## src/rtl/frame_burst_writer.sv

```systemverilog
// Buffers the receive-side pixel stream and writes it to DDR3 as fixed-length bursts,
// ping-ponging whole frames between two banks. Build option FRAME_LEN_CHECK_EN rejects bad frames.
module frame_burst_writer #(
    parameter int                ADDR_W      = 27,
    parameter int                BURST_LEN   = 64,
    parameter int                FIFO_DEPTH  = 256,
    parameter logic [ADDR_W-1:0] FRAME_BASE0 = 27'h0000000,
    parameter logic [ADDR_W-1:0] FRAME_BASE1 = 27'h0040000,
    parameter int                FRAME_WORDS = 172800
) (
    input  logic                        clk,
    input  logic                        rst_n,
    input  logic                        in_vs,
    input  logic                        in_wr_en,
    input  logic [15:0]                 in_wr_data,
    output logic                        cmd_valid,
    input  logic                        cmd_ready,
    output logic [ADDR_W-1:0]           cmd_addr,
    output logic [$clog2(BURST_LEN):0]  cmd_len,
    output logic                        wdata_valid,
    input  logic                        wdata_ready,
    output logic [15:0]                 wdata,
    output logic                        wdata_last,
    output logic                        rd_bank,
    output logic                        frame_done,
`ifdef FRAME_LEN_CHECK_EN
    output logic                        frame_err,
`endif
    output logic                        ovf
);
    localparam int LEN_W = $clog2(BURST_LEN) + 1;
    localparam int CNT_W = $clog2(FIFO_DEPTH) + 1;
    localparam int PTR_W = $clog2(FIFO_DEPTH);

    // state  | meaning
    // S_IDLE | waiting for a full burst, a flush remainder, or end of flush
    // S_CMD  | presenting the burst command
    // S_DATA | streaming cmd_len words out of the FIFO
    // S_DONE | one cycle: publish the finished frame and swap banks
    typedef enum logic [1:0] {S_IDLE, S_CMD, S_DATA, S_DONE} state_t;

    logic [15:0]       mem [FIFO_DEPTH];
    state_t            state_q, state_d;
    logic [PTR_W-1:0]  wr_ptr_q, wr_ptr_d, rd_ptr_q, rd_ptr_d;
    logic [CNT_W-1:0]  count_q, count_d;
    logic              vs_q, frame_act_q, frame_act_d, flush_q, flush_d, ovf_q, ovf_d;
    logic [ADDR_W-1:0] word_ptr_q, word_ptr_d, cmd_addr_q, cmd_addr_d;
    logic [LEN_W-1:0]  cmd_len_q, cmd_len_d, rem_q, rem_d;
    logic              wr_bank_q, wr_bank_d, rd_bank_q, rd_bank_d;
    logic              cmd_valid_q, cmd_valid_d, wdata_valid_q, wdata_valid_d;
    logic              wdata_last_q, wdata_last_d, frame_done_q, frame_done_d;
`ifdef FRAME_LEN_CHECK_EN
    logic [31:0]       frm_cnt_q, frm_cnt_d;
    logic              frame_err_q, frame_err_d;
`endif
    logic              rise, fall, full, push, pop;

    assign rise = in_vs & ~vs_q;
    assign fall = ~in_vs & vs_q;
    assign full = (count_q == CNT_W'(FIFO_DEPTH));
    assign push = frame_act_q & in_wr_en & ~full;
    assign pop  = wdata_valid_q & wdata_ready;

    always_ff @(posedge clk) begin
        if (push) mem[wr_ptr_q] <= in_wr_data;
    end

    always_comb begin
        state_d       = state_q;
        wr_ptr_d      = wr_ptr_q + PTR_W'(push);
        rd_ptr_d      = rd_ptr_q + PTR_W'(pop);
        count_d       = count_q + CNT_W'(push) - CNT_W'(pop);
        frame_act_d   = frame_act_q;
        flush_d       = flush_q;
        ovf_d         = ovf_q;
        word_ptr_d    = word_ptr_q;
        cmd_addr_d    = cmd_addr_q;
        cmd_len_d     = cmd_len_q;
        rem_d         = rem_q;
        wr_bank_d     = wr_bank_q;
        rd_bank_d     = rd_bank_q;
        cmd_valid_d   = cmd_valid_q;
        wdata_valid_d = wdata_valid_q;
        wdata_last_d  = wdata_last_q;
        frame_done_d  = 1'b0;
`ifdef FRAME_LEN_CHECK_EN
        frm_cnt_d     = frm_cnt_q + 32'(push);
        frame_err_d   = 1'b0;
`endif
        if (frame_act_q && in_wr_en && full) ovf_d = 1'b1;
        // Only an accepted frame can end; the fall of an ignored frame must not re-arm flush.
        if (fall && frame_act_q) begin
            frame_act_d = 1'b0;
            flush_d     = 1'b1;
        end
        if (rise && !frame_act_q && !flush_q && state_q == S_IDLE) begin
            frame_act_d = 1'b1;
            word_ptr_d  = '0;
            ovf_d       = 1'b0;
`ifdef FRAME_LEN_CHECK_EN
            frm_cnt_d   = '0;
`endif
        end
        case (state_q)
            S_IDLE: begin
                if (count_q >= CNT_W'(BURST_LEN) || (flush_q && count_q != '0)) begin
                    state_d     = S_CMD;
                    cmd_valid_d = 1'b1;
                    cmd_len_d   = (count_q >= CNT_W'(BURST_LEN)) ? LEN_W'(BURST_LEN)
                                                                 : LEN_W'(count_q);
                    cmd_addr_d  = (wr_bank_q ? FRAME_BASE1 : FRAME_BASE0) + word_ptr_q;
                end else if (flush_q) begin
                    state_d = S_DONE;
                    flush_d = 1'b0;
`ifdef FRAME_LEN_CHECK_EN
                    if (frm_cnt_q != 32'(FRAME_WORDS) || ovf_q) begin
                        frame_err_d = 1'b1;
                    end else begin
                        frame_done_d = 1'b1;
                        rd_bank_d    = wr_bank_q;
                        wr_bank_d    = ~wr_bank_q;
                    end
`else
                    frame_done_d = 1'b1;
                    rd_bank_d    = wr_bank_q;
                    wr_bank_d    = ~wr_bank_q;
`endif
                end
            end
            S_CMD: begin
                if (cmd_ready) begin
                    state_d       = S_DATA;
                    cmd_valid_d   = 1'b0;
                    wdata_valid_d = 1'b1;
                    rem_d         = cmd_len_q;
                    wdata_last_d  = (cmd_len_q == LEN_W'(1));
                end
            end
            S_DATA: begin
                // cmd_len never exceeds the count at latch time, so the FIFO cannot run dry here.
                if (wdata_ready) begin
                    if (rem_q == LEN_W'(1)) begin
                        state_d       = S_IDLE;
                        wdata_valid_d = 1'b0;
                        wdata_last_d  = 1'b0;
                        word_ptr_d    = word_ptr_q + ADDR_W'(cmd_len_q);
                    end else begin
                        rem_d        = rem_q - LEN_W'(1);
                        wdata_last_d = (rem_q == LEN_W'(2));
                    end
                end
            end
            default: state_d = S_IDLE;
        endcase
    end

    always_ff @(posedge clk or negedge rst_n) begin
        if (!rst_n) begin
            state_q       <= S_IDLE;
            wr_ptr_q      <= '0;
            rd_ptr_q      <= '0;
            count_q       <= '0;
            vs_q          <= 1'b0;
            frame_act_q   <= 1'b0;
            flush_q       <= 1'b0;
            ovf_q         <= 1'b0;
            word_ptr_q    <= '0;
            cmd_addr_q    <= '0;
            cmd_len_q     <= '0;
            rem_q         <= '0;
            wr_bank_q     <= 1'b0;
            rd_bank_q     <= 1'b0;
            cmd_valid_q   <= 1'b0;
            wdata_valid_q <= 1'b0;
            wdata_last_q  <= 1'b0;
            frame_done_q  <= 1'b0;
`ifdef FRAME_LEN_CHECK_EN
            frm_cnt_q     <= '0;
            frame_err_q   <= 1'b0;
`endif
        end else begin
            state_q       <= state_d;
            wr_ptr_q      <= wr_ptr_d;
            rd_ptr_q      <= rd_ptr_d;
            count_q       <= count_d;
            vs_q          <= in_vs;
            frame_act_q   <= frame_act_d;
            flush_q       <= flush_d;
            ovf_q         <= ovf_d;
            word_ptr_q    <= word_ptr_d;
            cmd_addr_q    <= cmd_addr_d;
            cmd_len_q     <= cmd_len_d;
            rem_q         <= rem_d;
            wr_bank_q     <= wr_bank_d;
            rd_bank_q     <= rd_bank_d;
            cmd_valid_q   <= cmd_valid_d;
            wdata_valid_q <= wdata_valid_d;
            wdata_last_q  <= wdata_last_d;
            frame_done_q  <= frame_done_d;
`ifdef FRAME_LEN_CHECK_EN
            frm_cnt_q     <= frm_cnt_d;
            frame_err_q   <= frame_err_d;
`endif
        end
    end

    assign cmd_valid   = cmd_valid_q;
    assign cmd_addr    = cmd_addr_q;
    assign cmd_len     = cmd_len_q;
    assign wdata_valid = wdata_valid_q;
    assign wdata       = wdata_valid_q ? mem[rd_ptr_q] : 16'h0000;
    assign wdata_last  = wdata_last_q;
    assign rd_bank     = rd_bank_q;
    assign frame_done  = frame_done_q;
    assign ovf         = ovf_q;
`ifdef FRAME_LEN_CHECK_EN
    assign frame_err   = frame_err_q;
`endif
endmodule

```

## config.mk

```make
export PLATFORM = sky130hd
export DESIGN_NAME = frame_burst_writer
export DESIGN_NICKNAME = d
export VERILOG_FILES = /design/src/rtl/frame_burst_writer.sv
export SDC_FILE = /design/constraint.sdc
export NUM_CORES = 2
export LEC_CHECK = 0
export CORE_MARGIN = 3
export CORE_UTILIZATION = 50
export CTS_CLUSTER_DIAMETER = 120
export DETAILED_ROUTE_END_ITERATION = 12
export PLACE_DENSITY = 0.67
export SLEW_MARGIN = 20
export SYNTH_ARGS = -nofsm -noshare
export SYNTH_HDL_FRONTEND = slang
export SYNTH_SLANG_ARGS = --single-unit
```

## constraint.sdc

```tcl
create_clock -name clk -period 4.3 [get_ports clk]
set_input_delay 0.86 -clock clk [delete_from_list [all_inputs] [get_ports clk]]
set_output_delay 0.86 -clock clk [all_outputs]
set_load 0.03 [all_outputs]
```

==> flow_summary.yaml <==
yosys:
  yosys_warnings: 0
  async_flop_share: 0.0250
  synth_nets: 7641
  syn_avg_cell_area_um2: 21.5
  netlist_instances: 7588
  ys_seq_elements: 4201
  ys_seq_area_frac: 0.771
  synth-edff-count: 4096
  synthFlopType: "edfxtp_1"
  synthesis.area_um2: 163000
  ys_types: 80
timing:
  rsz0062_at_grt: "true"
  fmax_mhz: 193
  setup_viol: 16
  final.setup.worst_slack_ns: -0.879
  fin_tns_setup_ns: -13.01
  hold_viol: 0
  maxSlewViolCount: 0
  tightest_slew_ns: 1.33
  skew_ns: 0.0414
  finalCritPeriodShare: 1.20
  timing.max_slew.rel_slack: 0.110
  hold_ws_ns: 0.286
  fin_crit_ns: 5.18
critical_path:
  timing.rr.end: "mem[31][4]"
  cp-end-kind: "output port"
  path_max_fanout: 6
  cp-endpoint: "wdata[14]"
  critPathLaunch: "rd_ptr_q[0]"
  cp_data_required_time_ns: 3.44
  cp_data_arrival_time_ns: 4.32
  criticalPathCategory: "flip-flop to output port"
  r2r_cells: 12
  r2r_slack_ns: 0.46
  timing.rr.start: "count_q[3]"
  start_kind: "flip-flop"
power_and_ir_drop:
  leakage_nw: 63.4
  seqPwrFrac: 0.362
  sw_frac_of_total: 0.317
  p_sw_mw: 39.7
  peakVddDrop_mv: 0.482
  p_per_area_nw_per_um2: 649
  p_int_mw: 85.8
  combPwrFrac: 0.352
  clock_power_share: 0.286
  power_mw: 126
die:
  io_pins: 78
  core_um2: 323000
  fp.dieH_um: 577
  rows: 208
  die_w_um: 577
  die-area_um2: 333000
  start_util: 0.505
global_route:
  grt_pass1_wl_mm: 645
  grt_pass1_vias: 84600
  grt_max_degree: 131
  met2_usage: 0.415
  use_met1: 0.381
  met3_usage: 0.0687
  busiest_layer: "met2"
  antenna_found_initial: 11
  gr-total-overflow: 0
  track_usage: 0.273
drt:
  vias: 85700
  drc: 0
  drt_iter0_drc: 12600
  routedWlPerCell_um: 33.9
  vias_per_cell: 6.37
  dr.pass1.iters: 8
  ant_nets: 0
  wl_mm: 456
outcome:
  outcome: "finished, violations left"
  failed_checks: "negative setup slack"
clock_network:
  clkLatencyLatePin_ns: 0.95
  path_clk_slew_ns: 0.06
  clock-sinks: 4201
  htreeDepth: 5
  cts_tree: "done"
  cts_buffers: 413
  cts-root-buf: "clkbuf_16"
  clockBufferDepth: 4
final_layout:
  final_common_cell: "edfxtp_1"
  area_growth_pct: 18.7
  utilization: 0.599
  layout-drive-gt1-share: 0.331
  final_cell_mix: "4096 x edfxtp_1, 944 x mux4_2, 880 x buf_4, 425 x clkbuf_16, 399 x mux2i_1"
  fillers: 22400
  nets: 8831
job:
  max-cap-violations: 0
placement:
  io_buffers: 77
  gp_congestion: 0.907
  hpwl_mm: 276
hold_path:
  hold_path_class: "primary input to flip-flop"
state kept, by name (all words and copies together), names as in the netlist, 2 cells and up:
name / count
cmd_len: 7
mem: 4096
count_q: 9
rem_q: 7
cmd_addr: 27
wr_ptr_q: 8
rd_ptr_q: 8
state_q: 2
word_ptr_q: 27
stage by stage:
stage	instance area [µm²]	instances	setup WS (ns)
finish	193000	13400	-0.879
global route	193000	13400	-0.915
CTS	192000	13400	-0.907
detailed placement	176000	12500	-0.782
global placement	176000	12500	-1.47
floorplan	163000	7588	0.702
how the worst min path moves through the flow:
stage / from / endpoint / slack, ns / cells after the start
after floorplan: wr_bank_q / wr_bank_q / 0.46 / 1
after global placement: cmd_addr[19] / cmd_addr[19] / 0.46 / 2
after detailed placement: cmd_addr[14] / cmd_addr[14] / 0.47 / 2
after CTS: in_vs / vs_q / 0.34 / 1
after global routing: in_wr_data[14] / mem[233][14] / 0.26 / 1
final: in_wr_data[14] / mem[233][14] / 0.29 / 1
repair_timing:
item,in CTS,in global routing
hold buffers,1,0
endpoints found under the hold margin,49,0
gates cloned,16,4
buffers inserted,76,55
resized for setup,328,131
pin swaps,50,34
setup endpoints to repair,16,16
critical path, cell delays in order (launching register included):
cell	delay, ns
dfrtp_4	0.47
buf_6	0.12
buf_16	0.20
buf_16	0.17
buf_4	0.14
mux4_2	0.49
a22o_1	0.24
a221oi_1	0.23
buf_4	0.18
o22ai_4	0.12
nor3_4	0.50
o32ai_4	0.16
buf_6	0.17
buf_6	0.13
metal layers:
metal / routed length (µm) / vias up
met5: 176 / -
met4: 20800 / 4
met3: 51700 / 865
met2: 213000 / 5244
met1: 171000 / 45300
li1: - / 34200
area by class of cell:
type,instances,area [µm²],share of cell area
Sequential cell,4201,126000,0.650
Antenna cell,16,40.0,0.000207
Multi-Input combinational cell,2916,36300,0.188
Inverter,36,143,0.000738
Clock buffer,515,10900,0.0564
Tap cell,4305,5390,0.0279
Timing Repair Buffer,1210,12400,0.0642
Clock inverter,237,2400,0.0124
cells by family after synthesis:
kind of cell / after synthesis / synth area share
adders and majority gates: 31 / 0.00247
AOI/OAI and AO/OA: 707 / 0.0300
muxes: 1370 / 0.157
and+or+nand+nor: 776 / 0.0205
buffers and inverters: 471 / 0.0173
DFF: 4201 / 0.771
xor gates and xnor gates: 32 / 0.00172
synthesized netlist by cell type, types with 9 or more instances:
library cell	number	share of area
clkbuf_1	172	0.0040
nor2_1	321	0.0074
o31ai_1	12	0.00055
dfrtp_1	105	0.016
buf_2	103	0.0032
a22oi_1	109	0.0050
o211ai_1	10	0.00046
mux2i_1	422	0.026
a21oi_1	137	0.0042
ha_1	29	0.0022
nand2_1	259	0.0060
a221oi_1	55	0.0030
buf_6	64	0.0044
nor4_1	17	0.00065
a211oi_1	41	0.0019
buf_1	39	0.00090
nand4_1	14	0.00054
edfxtp_1	4096	0.76
o22ai_1	77	0.0030
mux4_2	944	0.13
o21ai_0	95	0.0029
nor3_1	33	0.0010
a31oi_1	28	0.0011
buf_8	18	0.0017
a311oi_1	9	0.00048
buf_4	32	0.0015
inv_1	33	0.00076
nand2b_1	10	0.00038
nand3_1	50	0.0015
o221ai_1	38	0.0020
nor2b_1	30	0.0012
and2_1	12	0.00046
xor2_1	12	0.00065
xnor2_1	20	0.0011
a2111oi_0	13	0.00070
a22o_1	17	0.00091
power by group through the flow:
stage                     clock network (mW)  registers, mW  logic (mW)
after floorplan                            0           46.3        21.4
after global placement                     0           46.3        38.3
after detailed placement                   0           46.3        38.6
after CTS                               36.2           45.5        42.6
after global routing                    37.9           45.5        45.5
final                                   35.9           45.5        44.2
(Power assumes the default switching activity.)
